**config.mk**
```make
export PLATFORM = sky130hd
export DESIGN_NAME = ps2_keyboard_rx_flat
export DESIGN_NICKNAME = d
export VERILOG_FILES = /design/src/rtl/ps2_keyboard_rx_if.sv /design/src/rtl/ps2_keyboard_rx.sv /design/src/flat_wrapper.sv
export SDC_FILE = /design/constraint.sdc
export NUM_CORES = 1
export LEC_CHECK = 0
export BUFFER_PORTS_ARGS = -buffer_cell sky130_fd_sc_hd__buf_2
export CAP_MARGIN = 20
export CORE_MARGIN = 4
export CORE_UTILIZATION = 62
export CTS_CLUSTER_SIZE = 12
export DETAILED_ROUTE_END_ITERATION = 12
export PLACE_DENSITY = 0.86
export SETUP_SLACK_MARGIN = 0.4
export SLEW_MARGIN = 20
export SYNTH_ARGS = -nofsm -noshare
export SYNTH_HDL_FRONTEND = slang
export SYNTH_SLANG_ARGS = --single-unit
```
**constraint.sdc**
```tcl
create_clock -name clk -period 4.76 [get_ports clk]
set_input_delay 0.476 -clock clk [delete_from_list [all_inputs] [get_ports clk]]
set_output_delay 0.476 -clock clk [all_outputs]
set_load 0.01 [all_outputs]
```
**src/rtl/ps2_keyboard_rx_if.sv**
```systemverilog
// Key event handshake between the PS/2 receiver and its consumer.
//   key_code  : scan code at the FIFO head
//   key_break : head event is a key release
//   key_ext   : head event is an extended key
//   key_valid : an event is available
//   key_ready : consumer accepts the head event when key_valid is high
// master = receiver side, slave = consumer side.
interface ps2_keyboard_rx_if;
   logic [7:0] key_code;
   logic       key_break;
   logic       key_ext;
   logic       key_valid;
   logic       key_ready;

   modport master (
      output key_code, key_break, key_ext, key_valid,
      input  key_ready
   );

   modport slave (
      input  key_code, key_break, key_ext, key_valid,
      output key_ready
   );
endinterface

```
**src/rtl/ps2_keyboard_rx.sv**
```systemverilog
// PS/2 keyboard receiver: synchronises and deglitches the keyboard lines,
// checks 11-bit frames (start, odd parity, stop, inter-edge timeout),
// decodes make/break/extended events and queues them in a FWFT FIFO.
// Ports:
//   clk, rst      : system clock, asynchronous active-high reset
//   clk_kb        : PS/2 clock line (asynchronous, idle high)
//   data_kb       : PS/2 data line (asynchronous, idle high)
//   kb            : key event handshake (master side)
//   err_parity    : one-cycle pulse on parity failure
//   err_frame     : one-cycle pulse on bad start/stop bit or timeout
//   err_overflow  : one-cycle pulse when an event is dropped on a full FIFO
//   fifo_level    : number of stored events
module ps2_keyboard_rx #(
   parameter int FILTER_LEN = 4,
   parameter int TIMEOUT    = 100000,
   parameter int FIFO_DEPTH = 8
) (
   input  logic                            clk,
   input  logic                            rst,
   input  logic                            clk_kb,
   input  logic                            data_kb,
   ps2_keyboard_rx_if.master               kb,
   output logic                            err_parity,
   output logic                            err_frame,
   output logic                            err_overflow,
   output logic [$clog2(FIFO_DEPTH+1)-1:0] fifo_level
);

   localparam int FW = $clog2(FILTER_LEN);
   localparam int TW = $clog2(TIMEOUT + 1);
   localparam int PW = $clog2(FIFO_DEPTH);
   localparam int LW = $clog2(FIFO_DEPTH + 1);

   typedef enum logic [1:0] {IDLE, DATA, PARITY, STOP} state_t;

   // Stage p0/p1: two-flop synchronisers, idle-high reset value
   logic clk_p0, clk_p1, dat_p0, dat_p1;

   always_ff @(posedge clk or posedge rst) begin
      if (rst) begin
         clk_p0 <= 1'b1;
         clk_p1 <= 1'b1;
         dat_p0 <= 1'b1;
         dat_p1 <= 1'b1;
      end else begin
         clk_p0 <= clk_kb;
         clk_p1 <= clk_p0;
         dat_p0 <= data_kb;
         dat_p1 <= dat_p0;
      end
   end

   // Stage p2: clock filter and falling-edge strobe
   logic          clk_filt_p2;
   logic [FW-1:0] flt_cnt;
   logic          vld_p2;

   always_ff @(posedge clk or posedge rst) begin
      if (rst) begin
         clk_filt_p2 <= 1'b1;
         flt_cnt     <= '0;
         vld_p2      <= 1'b0;
      end else begin
         vld_p2 <= 1'b0;
         if (clk_p1 != clk_filt_p2) begin
            // FILTER_LEN-th consecutive disagreeing sample flips the level
            if (flt_cnt == FW'(FILTER_LEN - 1)) begin
               clk_filt_p2 <= clk_p1;
               flt_cnt     <= '0;
               vld_p2      <= clk_filt_p2;
            end else begin
               flt_cnt <= flt_cnt + FW'(1);
            end
         end else begin
            flt_cnt <= '0;
         end
      end
   end

   // Stage p3: frame FSM, timeout and make/break/extended decode
   state_t        state;
   logic [2:0]    bit_cnt;
   logic [7:0]    shift;
   logic          par_bit;
   logic [TW-1:0] tcnt;
   logic          ext_pend, brk_pend;
   logic          vld_p3;
   logic [7:0]    code_p3;
   logic          brk_p3, ext_p3;

   always_ff @(posedge clk or posedge rst) begin
      if (rst) begin
         state      <= IDLE;
         bit_cnt    <= '0;
         shift      <= '0;
         par_bit    <= 1'b0;
         tcnt       <= '0;
         ext_pend   <= 1'b0;
         brk_pend   <= 1'b0;
         vld_p3     <= 1'b0;
         code_p3    <= '0;
         brk_p3     <= 1'b0;
         ext_p3     <= 1'b0;
         err_parity <= 1'b0;
         err_frame  <= 1'b0;
      end else begin
         vld_p3     <= 1'b0;
         err_parity <= 1'b0;
         err_frame  <= 1'b0;

         if (vld_p2 || state == IDLE) tcnt <= '0;
         else                         tcnt <= tcnt + TW'(1);

         case (state)
            IDLE: if (vld_p2) begin
               if (!dat_p1) begin
                  state   <= DATA;
                  bit_cnt <= '0;
               end else begin
                  err_frame <= 1'b1;
                  ext_pend  <= 1'b0;
                  brk_pend  <= 1'b0;
               end
            end
            DATA: if (vld_p2) begin
               shift   <= {dat_p1, shift[7:1]};
               bit_cnt <= bit_cnt + 3'd1;
               if (bit_cnt == 3'd7) state <= PARITY;
            end
            PARITY: if (vld_p2) begin
               par_bit <= dat_p1;
               state   <= STOP;
            end
            STOP: if (vld_p2) begin
               state <= IDLE;
               if (!dat_p1) begin
                  err_frame <= 1'b1;
                  ext_pend  <= 1'b0;
                  brk_pend  <= 1'b0;
               end else if (!(^{shift, par_bit})) begin
                  // odd parity: total ones over data+parity must be odd
                  err_parity <= 1'b1;
                  ext_pend   <= 1'b0;
                  brk_pend   <= 1'b0;
               end else if (shift == 8'hE0) begin
                  ext_pend <= 1'b1;
               end else if (shift == 8'hF0) begin
                  brk_pend <= 1'b1;
               end else begin
                  vld_p3   <= 1'b1;
                  code_p3  <= shift;
                  brk_p3   <= brk_pend;
                  ext_p3   <= ext_pend;
                  ext_pend <= 1'b0;
                  brk_pend <= 1'b0;
               end
            end
            default: state <= IDLE;
         endcase

         // Inter-edge timeout abandons the partial frame
         if (state != IDLE && !vld_p2 && tcnt == TW'(TIMEOUT - 1)) begin
            state     <= IDLE;
            err_frame <= 1'b1;
            ext_pend  <= 1'b0;
            brk_pend  <= 1'b0;
         end
      end
   end

   // Stage p4: first-word-fall-through event FIFO
   logic [9:0]    mem [FIFO_DEPTH];
   logic [PW-1:0] wr_ptr, rd_ptr;
   logic [LW-1:0] level;
   logic          full, pop, wr_en, valid;
   logic [9:0]    head;

   assign valid        = (level != '0);
   assign full         = (level == LW'(FIFO_DEPTH));
   assign pop          = valid && kb.key_ready;
   // A pop in the same cycle frees the slot the full FIFO needs
   assign wr_en        = vld_p3 && (!full || pop);
   assign err_overflow = vld_p3 && full && !pop;

   always_ff @(posedge clk or posedge rst) begin
      if (rst) begin
         for (int i = 0; i < FIFO_DEPTH; i++) mem[i] <= '0;
         wr_ptr <= '0;
         rd_ptr <= '0;
         level  <= '0;
      end else begin
         if (wr_en) begin
            mem[wr_ptr] <= {code_p3, brk_p3, ext_p3};
            wr_ptr      <= wr_ptr + PW'(1);
         end
         if (pop) rd_ptr <= rd_ptr + PW'(1);
         if (wr_en && !pop)      level <= level + LW'(1);
         else if (!wr_en && pop) level <= level - LW'(1);
      end
   end

   assign head         = mem[rd_ptr];
   assign kb.key_code  = head[9:2];
   assign kb.key_break = head[1];
   assign kb.key_ext   = head[0];
   assign kb.key_valid = valid;
   assign fifo_level   = level;

endmodule

```
**src/flat_wrapper.sv**
```systemverilog
// flat-port wrapper written by rule: the top's interface ports become plain ports
module ps2_keyboard_rx_flat 
#(
   parameter int FILTER_LEN = 4,
   parameter int TIMEOUT    = 100000,
   parameter int FIFO_DEPTH = 8
)
  (clk, rst, clk_kb, data_kb, err_parity, err_frame, err_overflow, fifo_level, kb_key_code, kb_key_break, kb_key_ext, kb_key_valid, kb_key_ready);
  ps2_keyboard_rx_if kb_i ();
  input  logic clk;
  input  logic rst;
  input  logic clk_kb;
  input  logic data_kb;
  output logic err_parity;
  output logic err_frame;
  output logic err_overflow;
  output logic [$clog2(FIFO_DEPTH+1)-1:0] fifo_level;
  output wire logic [$bits(kb_i.key_code)-1:0] kb_key_code;
  output wire logic [$bits(kb_i.key_break)-1:0] kb_key_break;
  output wire logic [$bits(kb_i.key_ext)-1:0] kb_key_ext;
  output wire logic [$bits(kb_i.key_valid)-1:0] kb_key_valid;
  input wire logic [$bits(kb_i.key_ready)-1:0] kb_key_ready;
  assign kb_key_code = kb_i.key_code;
  assign kb_key_break = kb_i.key_break;
  assign kb_key_ext = kb_i.key_ext;
  assign kb_key_valid = kb_i.key_valid;
  assign kb_i.key_ready = kb_key_ready;
  ps2_keyboard_rx #(.FILTER_LEN(FILTER_LEN), .TIMEOUT(TIMEOUT), .FIFO_DEPTH(FIFO_DEPTH)) u_core (.clk(clk), .rst(rst), .clk_kb(clk_kb), .data_kb(data_kb), .kb(kb_i), .err_parity(err_parity), .err_frame(err_frame), .err_overflow(err_overflow), .fifo_level(fifo_level));
endmodule
```
==> flow_summary.json <==
{
  "status": "completed",
  "place.port_buffers": 22,
  "max_stage_delay_ns": 1.05,
  "clkPwrFrac": 0.386,
  "fmax_mhz": 307,
  "drv_cap": 0,
  "critPathRequiredTime_ns": 4.28,
  "dp_hpwl_um": 8770,
  "whs_ns": 0.0532,
  "finalCritPeriodShare": 0.685,
  "post_cts_buffers": 0,
  "synth_commonest_cells": "dfrtp_1 (139), mux2_2 (98), nor2_1 (32)",
  "rows": 38,
  "hold_violations": 0,
  "finalSetupViolCount": 0,
  "synth.largest_area_cell": "dfrtp_1",
  "synthTopCellsByArea": "dfrtp_1 (51%), mux2_2 (16%), mux4_2 (6.6%)",
  "drive_above_1_share": 0.337,
  "syn_avg_cell_area_um2": 12.8,
  "clkSinkCount": 144,
  "antenna_found_initial": 0,
  "grt_first_pass_wirelength_um": 23300,
  "rsz0062_at_grt": "false",
  "critical_path.top_delay_family": "flip-flops",
  "initialDrtViolationCount": 311,
  "initial_core_util": 0.634,
  "intPower_mw": 2.46,
  "route.detailed.drc": 0,
  "nFillCells": 671,
  "synthesis.nets": 554,
  "cp_data_arrival_time_ns": 2.78,
  "cpMaxStageDelayCell": "dfrtp_1",
  "area_growth_pct": 11.8,
  "viasPerCell": 6.19,
  "drtAntennaViolNets": 0,
  "relSlewSlack": 0.283,
  "wire_per_inst_um": 19.8,
  "crit_chain": "buf_4, mux4_2, mux2_2, buf_2",
  "cts-buffers-inserted": 17,
  "total_power_mw": 3.46,
  "yosysWarnings": 0,
  "synth_top_area_share": 0.506,
  "synth_cells": 535,
  "ys_seq_area_frac": 0.525,
  "seqPwrFrac": 0.425,
  "p_leak_nw": 3.61,
  "dieWidth_um": 113,
  "crit_type": "register to output port",
  "worstMarginPinSlew_ns": 1.08,
  "slew_viol_final": 0,
  "crit_path_end_kind": "output port",
  "drt_pass1_iterations": 4,
  "io_pins": 23,
  "switching_share": 0.290,
  "postSynth.asyncResetShare": 1.00,
  "first_global_vias": 4662,
  "cts_resized": 0,
  "synthFlopType": "dfrtp_1",
  "clk_pin_slew_ns": 0.06,
  "gp_congestion": 0.787,
  "vias": 4339,
  "die_h_um": 113,
  "grt_max_degree": 101,
  "synth.most_common_cell": "dfrtp_1",
  "pwr-share-comb": 0.189,
  "p_switching_mw": 1.00,
  "yosys.cell_types.count": 52,
  "skew_ns": 0.00966,
  "routed_wl_um": 13900,
  "postCtsHoldBufs": 0,
  "power_density_nw_per_um2": 450,
  "grt-ovfl-total": 0,
  "synth_seq_cells": 144,
  "tns_ns": 0,
  "core_area_um2": 10800,
  "antenna_cells": 0,
  "path_buf_inv": 2,
  "die_area_um2": 12800,
  "vdd_drop_max_mv": 0.309,
  "final.min_clock_period_ns": 3.26,
  "nNetsFinal": 567,
  "cts_tree": "yes",
  "crit_path_start_kind": "register",
  "clk_latency_ns": 0.52,
  "cp_max_fo": 19,
  "synth-edff-count": 0,
  "cts_root_buffer": "clkbuf_8",
  "synth_area_um2": 6870,
  "cts_max_level": 4,
  "clock_path_buffers": 2,
  "track_usage": 0.234,
  "min_path_type": "input pin to register"
}
per-stage QoR:
step	setup slack (ns)	instances	util	instance area (µm²)
2_1_floorplan	0.426	535	-	6870
3_5_place_dp	1.86	669	0.653	7080
6_report	1.50	701	0.709	7680
3_3_place_gp	2.04	669	0.653	7080
5_1_grt	1.36	701	0.709	7680
4_1_cts	1.46	701	0.709	7680
power by group through the flow:
stage	Combinational (mW)	Clock (mW)	Sequential (mW)
after floorplan	0.554	0	1.41
after global placement	0.610	0	1.48
after global routing	0.723	1.42	1.49
final	0.653	1.34	1.47
after detailed placement	0.652	0	1.49
after CTS	0.661	1.36	1.47
worst reg2reg max path, stage by stage (launching register included):
cell,delay (ns)
dfrtp_1,0.45
nor3_1,0.29
nand3b_1,0.14
nand2_1,0.27
clkinv_1,0.29
ha_1,0.30
inv_1,0.12
ha_1,0.24
a21o_1,0.18
a21oi_1,0.18
xnor2_1,0.14
nor2_1,0.06
xor2_1,0.14
routing by layer:
layer  vias to the layer above  wire length [µm]  global-route usage
li1                       1962                 -                   -
met1                      2261              5640               0.283
met2                        94              7510               0.411
met3                        22               493              0.0529
met4                         0               258              0.0841
met5                         -                 0                   0
cell families after synthesis:
family                     synth area share
DFF                                   0.525
muxes                                 0.229
and+or+nand+nor                      0.0839
AOI/OAI and AO/OA                    0.0601
buffers and inverters                0.0262
xor gates and xnor gates             0.0488
adders and majority gates            0.0266
cell type report:
type | count | area [µm²] | share of cell area
Sequential cell | 144 | 3610 | 0.470
Multi-Input combinational cell | 346 | 3100 | 0.404
Clock buffer | 20 | 445 | 0.0580
Timing Repair Buffer | 26 | 140 | 0.0182
Inverter | 13 | 53.8 | 0.00700
Tap cell | 140 | 175 | 0.0228
Clock inverter | 12 | 158 | 0.0205
final timing paths:
check,startpoint,endpoint,slack [ns],cells after the start
hold / removal,data_kb,u_core.dat_p0$_DFF_PP1_,0.05,1
min in group asynchronous,rst,u_core.fifo_level[2]$_DFFE_PP0P_,0.15,2
setup / recovery,u_core.rd_ptr[1]$_DFFE_PP0P_,kb_key_code[3],1.50,4
setup reg to reg,u_core.fifo_level[0]$_DFFE_PP0P_,u_core.fifo_level[3]$_DFFE_PP0P_,1.86,12
hold reg to reg,u_core.clk_p0$_DFF_PP1_,u_core.clk_p1$_DFF_PP1_,0.36,0
max in group asynchronous,rst,u_core.mem[53]$_DFFE_PP0P_,3.53,3
sequential cells by signal, indices dropped and copies added (netlist names), 2 cells and up:
signal and cells:
u_core.wr_ptr 3, u_core.shift 8, u_core.bit_cnt 3, u_core.code_p3 8, u_core.fifo_level 4, u_core.rd_ptr 3, u_core.tcnt 17, u_core.mem 80
u_core.state 2, u_core.flt_cnt 2
cells in the final DEF, fill, tap and decap left out, types with 3 or more instances in the layout:
master      synthesis  layout
a21oi_1            12      12
a221o_1             8       8
a31oi_1             4       4
and3_1              7       7
buf_2               2      22
buf_4               0       4
bufinv_16           0       3
clkbuf_16           0      16
clkbuf_8            0       3
clkinvlp_4          0       3
dfrtp_1           139     139
dfstp_2             5       5
ha_1               13      13
inv_1              12      11
inv_6               0       3
mux2_2             98      98
mux4_2             20      20
nand2_1            27      27
nand2b_1            3       3
nand3_1            16      16
nand4_1             7       7
nor2_1             32      32
nor3_1              3       3
o21ai_0            27      27
xnor2_1            17      17
xor2_1             12      12
Power figures use the tool's default switching activity.
